File: config.mk
export PLATFORM = sky130hd
export DESIGN_NAME = memtrace_lane_issuer
export DESIGN_NICKNAME = d
export VERILOG_FILES = /design/src/rtl/memtrace_lane_issuer.sv
export SDC_FILE = /design/constraint.sdc
export NUM_CORES = 1
export LEC_CHECK = 0
export ABC_CLOCK_PERIOD_IN_PS = 1900
export CORE_AREA = 2 2 471 473
export CTS_BUF_LIST = sky130_fd_sc_hd__clkbuf_16
export DETAILED_ROUTE_END_ITERATION = 7
export DIE_AREA = 0 0 473 475
export REMOVE_ABC_BUFFERS = 1
export SKIP_CTS_REPAIR_TIMING = 1
export SLEW_MARGIN = 15
export SYNTH_ARGS = -nofsm -noshare
export SYNTH_HDL_FRONTEND = slang
export SYNTH_SLANG_ARGS = --single-unit
File: constraint.sdc
create_clock -name clock -period 1.9 [get_ports clock]
set_input_delay 0.285 -clock clock [delete_from_list [all_inputs] [get_ports clock]]
set_output_delay 0.285 -clock clock [all_outputs]
set_load 0.05 [all_outputs]
File: src/rtl/memtrace_lane_issuer.sv
// Trace-line issuer: buffers one reader line, issues each valid lane
// as an independent request with a per-lane in-flight source ID.
module memtrace_lane_issuer #(
  parameter int NUM_LANES     = 4,
  parameter int DATA_WIDTH    = 64,
  parameter int LOGSIZE_WIDTH = 8,
  parameter int SOURCE_WIDTH  = 3
) (
  input  logic                               clock,
  input  logic                               reset,
  output logic [63:0]                        trace_read_cycle,
  output logic                               trace_read_ready,
  input  logic [NUM_LANES-1:0]               trace_read_valid,
  input  logic [DATA_WIDTH*NUM_LANES-1:0]    trace_read_address,
  input  logic [DATA_WIDTH*NUM_LANES-1:0]    trace_read_data,
  input  logic [NUM_LANES-1:0]               trace_read_is_store,
  input  logic [LOGSIZE_WIDTH*NUM_LANES-1:0] trace_read_size,
  input  logic                               trace_read_finished,
  output logic [NUM_LANES-1:0]               a_valid,
  input  logic [NUM_LANES-1:0]               a_ready,
  output logic [DATA_WIDTH*NUM_LANES-1:0]    a_address,
  output logic [DATA_WIDTH*NUM_LANES-1:0]    a_data,
  output logic [NUM_LANES-1:0]               a_is_store,
  output logic [LOGSIZE_WIDTH*NUM_LANES-1:0] a_size,
  output logic [SOURCE_WIDTH*NUM_LANES-1:0]  a_source,
  input  logic [NUM_LANES-1:0]               d_valid,
  input  logic [SOURCE_WIDTH*NUM_LANES-1:0]  d_source,
  output logic [NUM_LANES-1:0]               d_ready,
  output logic                               done,
  output logic                               error
);

  localparam int NS = 1 << SOURCE_WIDTH;

  typedef enum logic [2:0] {
    FETCH, CAPTURE, ISSUE, DRAIN, DONE
  } state_t;

  state_t state, state_nxt;

  logic [NUM_LANES-1:0]    pending, pending_nxt;
  logic [NUM_LANES-1:0]    fire, has_free;
  logic [NS-1:0]           inflight     [NUM_LANES];
  logic [NS-1:0]           inflight_nxt [NUM_LANES];
  logic [SOURCE_WIDTH-1:0] free_id      [NUM_LANES];
  logic                    err_hit;
  logic                    idle_nxt;
  logic                    fin_q;
  logic [63:0]             cycle_q;

  logic [DATA_WIDTH*NUM_LANES-1:0]    addr_q, data_q;
  logic [NUM_LANES-1:0]               store_q;
  logic [LOGSIZE_WIDTH*NUM_LANES-1:0] size_q;

  assign d_ready          = '1;
  assign done             = (state == DONE);
  assign trace_read_cycle = cycle_q;
  assign trace_read_ready = (state == FETCH) && !reset;
  assign a_address        = addr_q;
  assign a_data           = data_q;
  assign a_is_store       = store_q;
  assign a_size           = size_q;
  assign fire             = a_valid & a_ready;

  // Lowest clear bit of the registered bitmap is the offered ID.
  always_comb begin
    a_source = '0;
    for (int l = 0; l < NUM_LANES; l++) begin
      free_id[l] = '0;
      for (int i = NS - 1; i >= 0; i--) begin
        if (!inflight[l][i]) free_id[l] = SOURCE_WIDTH'(i);
      end
      has_free[l] = ~&inflight[l];
      a_source[l*SOURCE_WIDTH +: SOURCE_WIDTH] = free_id[l];
    end
  end

  always_comb begin
    a_valid = '0;
    if (state == ISSUE) a_valid = pending & has_free;
  end

  // Stray frees leave the bitmap alone; allocation still applies.
  always_comb begin
    err_hit  = 1'b0;
    idle_nxt = 1'b1;
    for (int l = 0; l < NUM_LANES; l++) begin
      inflight_nxt[l] = inflight[l];
      if (d_valid[l]) begin
        if (inflight[l][d_source[l*SOURCE_WIDTH +: SOURCE_WIDTH]])
          inflight_nxt[l][d_source[l*SOURCE_WIDTH +: SOURCE_WIDTH]] = 1'b0;
        else
          err_hit = 1'b1;
      end
      if (fire[l]) inflight_nxt[l][free_id[l]] = 1'b1;
      if (|inflight_nxt[l]) idle_nxt = 1'b0;
    end
  end

  always_comb begin
    state_nxt   = state;
    pending_nxt = pending;
    unique case (state)
      FETCH: state_nxt = CAPTURE;
      CAPTURE: begin
        pending_nxt = trace_read_valid;
        if (|trace_read_valid)       state_nxt = ISSUE;
        else if (trace_read_finished) state_nxt = DRAIN;
        else                          state_nxt = FETCH;
      end
      ISSUE: begin
        pending_nxt = pending & ~fire;
        if (pending_nxt == '0) state_nxt = fin_q ? DRAIN : FETCH;
      end
      DRAIN: if (idle_nxt) state_nxt = DONE;
      DONE:  state_nxt = DONE;
      default: state_nxt = FETCH;
    endcase
  end

  always_ff @(posedge clock) begin
    if (reset) begin
      state    <= FETCH;
      pending  <= '0;
      inflight <= '{default: '0};
      cycle_q  <= '0;
      error    <= 1'b0;
      fin_q    <= 1'b0;
      addr_q   <= '0;
      data_q   <= '0;
      store_q  <= '0;
      size_q   <= '0;
    end else begin
      state    <= state_nxt;
      pending  <= pending_nxt;
      inflight <= inflight_nxt;
      cycle_q  <= cycle_q + 64'd1;
      if (err_hit) error <= 1'b1;
      if (state == CAPTURE) begin
        addr_q  <= trace_read_address;
        data_q  <= trace_read_data;
        store_q <= trace_read_is_store;
        size_q  <= trace_read_size;
        fin_q   <= trace_read_finished;
      end
    end
  end

endmodule

; Yosys cells after proc, flatten, opt, wreduce, memory -nomap -nowiden
; Cells that the tools add are included.
[word_totals]
ff_bits = 653
output_inout_bits = 635
elab_cells = 167
[op_classes]
n_addsub = 1
magnitude_cmp = 16
n_eq_ne = 6
mux = 88
bitwise_logic = 16
reduce_logical = 27
[op_table]
columns = cell, count
row1 = $mux W3, 34
row2 = $mux W8, 12
row3 = $add A64 B1 Y64 const B, 1
row4 = $and A8 B8 Y8, 4
row5 = $lt A3 B4 Y1 const B, 8
row6 = $not A8 Y8, 4
row7 = $or A8 B8 Y8, 4
row8 = $reduce_and A8 Y1, 4
row9 = $reduce_or A8 Y1, 4
row10 = $demux W1 S3, 8
row11 = $ge A3 B1 Y1 const B, 8
row12 = $mux W1, 24
row13 = $pmux W3 S5, 1
row14 = $and A4 B4 Y4, 3
row15 = $bmux W1 S3, 4
row16 = $logic_and A1 B1 Y1, 9
row17 = $pmux W4 S2, 1
row18 = $eq A3 B2 Y1 const B, 2
row19 = $mux W2, 3
row20 = $logic_not A1 Y1, 5
row21 = $logic_not A4 Y1, 1
row22 = $mux W4, 1
row23 = $not A4 Y4, 1
row24 = $reduce_or A4 Y1, 1
row25 = other kinds (7), 7

; Logic depth before layout (Yosys ltp)
[logic_depth]
depth_word = 21
ltp_mapped = 9

; Least setup slack after synthesis
; OpenSTA, ideal clock, no wires.
[synth_path]
path_kind = register to register
start = reg cycle_q[20], in the netlist trace_read_cycle[20]
end = reg cycle_q[48], in the netlist trace_read_cycle[48]
setup_time_ns = 0.070
arrival_time_ns = 2.364
required_time_ns = 1.830
setup_slack_ns = -0.535
path_stages_with_launch = 9
period_less_slack_ns = 2.435
path_cell_list = dfxtp_1 and4_4 nand4_4 nor4_4 and3_1 buf_6 nand2_4 or3_1 a21oi_1
[synth_via]
elab_chain_len = 1
[synth_lines]
columns = item, line
row1 = from (decl), 49  ; logic [63:0] cycle_q;
row2 = from (signal assigned), 137  ; cycle_q <= cycle_q + 64'd1;
row3 = $add A64 B1 Y64, 137
; Every way passes these cells.
; A chain may end at the register's enable or synchronous reset.

; Worst setup path in the final report
[layout_path]
start = reg inflight[0] (netlist bit)
end = out a_valid[3]
[layout_via]
elab_chain_len = 4
[layout_lines]
columns = item, line
row1 = from (decl), 43  ; logic [NS-1:0] inflight [NUM_LANES];
row2 = from (signal assigned), 136  ; inflight <= inflight_nxt;
row3 = $reduce_and A8 Y1, 73  ; has_free[l] = ~&inflight[l];
row4 = $logic_not A1 Y1, 73
row5 = $and A4 B4 Y4, 80  ; if (state == ISSUE) a_valid = pending & has_free;
row6 = $mux W4, 80
row7 = to (decl), 19  ; output logic [NUM_LANES-1:0] a_valid,
; Every way passes these cells.

==> flow_summary.json <==
{
  "final_nets": 5157,
  "cp_cell_sequence": "buf_6 > nand4_1 > or3_4 > and3_4 > buf_12",
  "remaining_drc_errors": 0,
  "gp_congestion": 0.8887,
  "finClkSkew_ns": 0.03059,
  "finalCritPeriodShare": 1.259,
  "fp.dieArea_mm2": 0.2247,
  "grt_pass1_wl_um": 225300,
  "period_minus_slack_ns": 2.392,
  "dp_worst_setup_slack_ns": -0.7001,
  "regToRegEndpoint": "state[0]",
  "clk_latency_ns": 0.72,
  "post-synth-top-area-fraction": 0.5419,
  "critPathCaptureType": "primary output",
  "syn_inst": 3075,
  "hold_end": "inflight[8]",
  "cts_tree": "done",
  "leakagePower_nw": 22.35,
  "place_area_mm2": 0.04089,
  "synthesis.area_mm2": 0.02412,
  "cts_buffer_depth": 3,
  "min_path_type": "in -> reg",
  "ctsHtreeMaxLevel": 3,
  "yosysSeqAreaShare": 0.5419,
  "ant_nets": 0,
  "core-area_mm2": 0.2191,
  "tns_ns": -6.255,
  "required_ns": 1.62,
  "drtPass1Iterations": 5,
  "ys.flop_type": "dfxtp_1",
  "crit_buf_inv": 2,
  "initial_core_util": 0.1101,
  "worstPathArrival_ns": 2.11,
  "routed_wl_um": 189600,
  "synth_top_cells_by_area": "dfxtp_1, nand2_1, a21oi_1, clkbuf_1, nor2_1",
  "max-vdd-ir-drop_mv": 0.8146,
  "die_height_um": 475,
  "ys_warn_count": 0,
  "crit_start": "inflight[0]",
  "status": "finished, violations left",
  "rr_startpoint": "state[0]",
  "powerDensity_mw_per_mm2": 1239,
  "num_io_pins": 1210,
  "antenna_found_initial": 131,
  "reg2reg_setup_slack_ns": -0.23,
  "holdPathStages": 2,
  "min_from": "reset",
  "ys_types": 62,
  "setup_slack_ns": -0.4919,
  "cts_buffers": 84,
  "grt_max_degree": 101,
  "worstPathMaxFanout": 4,
  "synth-seq-cells": 653,
  "cts.sinks": 653,
  "via_count": 28807,
  "slowest_delay_ns": 0.45,
  "syn_avg_cell_area_um2": 7.845,
  "synth_edf_count": 0,
  "path_clk_slew_ns": 0.06,
  "power_mw": 59.74,
  "slowest_stage": "or3_4",
  "violations": "setup timing",
  "std_cell_rows": 172,
  "grt_usage": 0.1464,
  "setup_viol": 98,
  "grt_overflow_total": 0,
  "max_slew.worst_pin.slew_ns": 1.098,
  "wl_per_cell_um": 25.08,
  "area_growth_syn_to_layout_pct": 99.88,
  "critPathKind": "reg -> out",
  "dpl.hpwl_um": 147500,
  "crit_family": "simple AND/OR/NAND/NOR gates",
  "fmax_ghz": 0.4181,
  "vias_per_cell": 3.811,
  "drt_iter0_markers": 1768,
  "die_w_um": 473,
  "slew_headroom": 0.2659,
  "grt_pass1_vias": 26797,
  "drive_above_1_share": 0.2782,
  "r2r_cells": 8,
  "drv_slew": 0,
  "stdcell_area_mm2": 0.04822,
  "post-synth-top-area-cell": "dfxtp_1",
  "maxCapViolCount": 0,
  "hold_viol_final": 0,
  "rsz0062_at_grt": "true",
  "root_buffer": "clkbuf_16",
  "cp-start-kind": "flop",
  "port_buffers": 1205,
  "async_reset_ff_frac": 0
}
[flip-flops by register name, summed over array words and instances (netlist names), 3 cells and up]
register / count
a_address: 256
a_data: 256
trace_read_cycle: 64
a_size: 32
inflight: 32
a_is_store: 4
pending: 4
state: 3
[placed cells by master (no fill, tap or decap), types with 14 or more instances in the layout]
cell type and instances:
nand2_1 1074, dfxtp_1 600, buf_4 597, clkdlybuf4s50_1 573
a21oi_1 493, dlymetal6s2s_1 254, clkbuf_16 123, a21oi_2 107
buf_6 72, nor2_1 69, buf_12 54, nand2_4 47
nand2_2 46, dfxtp_2 44, o21ai_0 43, diode_2 41
nand4_1 29, inv_1 26, xor2_1 26, nand3_1 23
nand2b_1 21, or3_1 16, clkinv_1 16, xnor2_1 15
clkinv_2 15, buf_16 15, clkbuf_2 14
[metal layers]
layer | global-route usage | routed length [um]
met5 | 0 | 658
met4 | 0.06166 | 7338
met3 | 0.08644 | 25530
met2 | 0.2371 | 88190
met1 | 0.1533 | 67890
[cells in the mapped netlist (all sizes together) (2+ instances only)]
library cell	count
a22oi	5
o21ai	51
a211oi	3
xor2	27
and2	10
and3	11
mux4	8
dfxtp	653
a21oi	600
nor4	10
a31oi	9
nand2	1167
inv	22
o31ai	10
nor3	14
o2bb2ai	2
and4	9
buf	12
clkbuf	201
a2111oi	2
or4	3
a21boi	3
o41ai	2
nand4	31
o32a	2
xnor2	16
nand3	33
or3	27
nand2b	22
nor3b	6
mux2i	3
nor2b	3
nor2	78
o21a	4
a22o	2
o31a	3
[logic make-up after synthesis]
logic type / synth area share
fa+ha+maj: 0.0005186
other cells: 0.0001554
simple gates: 0.2436
mux: 0.008713
xor+xnor: 0.01561
compound gates: 0.1518
buf+inv: 0.03776
flops: 0.5419
[worst register-to-register path, stage by stage, from the launching register on]
cell	delay, ns
dfxtp_4	0.36
nor3b_4	0.23
buf_6	0.17
nand3_2	0.15
buf_4	0.18
o21ai_0	0.25
a31oi_2	0.17
or4_1	0.47
o21ai_0	0.08
[power breakdown]
part           total [mW]  switching [mW]  internal, mW
clock network        16.1            7.10          9.00
registers            17.0            1.20          15.8
logic                26.6            17.3          9.26
[stage by stage]
| step | std cells | hold WS [ns] | utilization |
|---|---|---|---|
| floorplan | 2865 | 0.3517 | - |
| global placement | 7234 | 0.4400 | 0.1867 |
| detailed placement | 7234 | 0.4458 | 0.1867 |
| CTS | 7386 | -0.07654 | 0.1991 |
| global route | 7533 | 0.04633 | 0.2198 |
| finish | 7559 | 0.04085 | 0.2201 |
[how the worst max path moves through the flow]
stage	depth (start not counted)	slack, ns	endpoint
floorplan	4	-27.99	pending[1]
global placement	9	-0.70	state[1]
detailed placement	10	-0.70	state[1]
CTS	5	-0.70	a_valid[3]
global route	5	-0.57	a_valid[3]
finish	5	-0.49	a_valid[3]
[final cells by class]
cell class | instances | area [um^2]
diodes | 41 | 102.6
clock buffers | 86 | 2152
clock inverters | 66 | 568.0
fillers | 23881 | 170900
inverters | 22 | 87.58
multi-input cells | 2190 | 11660
flip-flops and latches | 653 | 13160
well taps | 2871 | 3592
repair buffers | 1630 | 16890
Note: power is estimated with default switching activity, not from simulation.
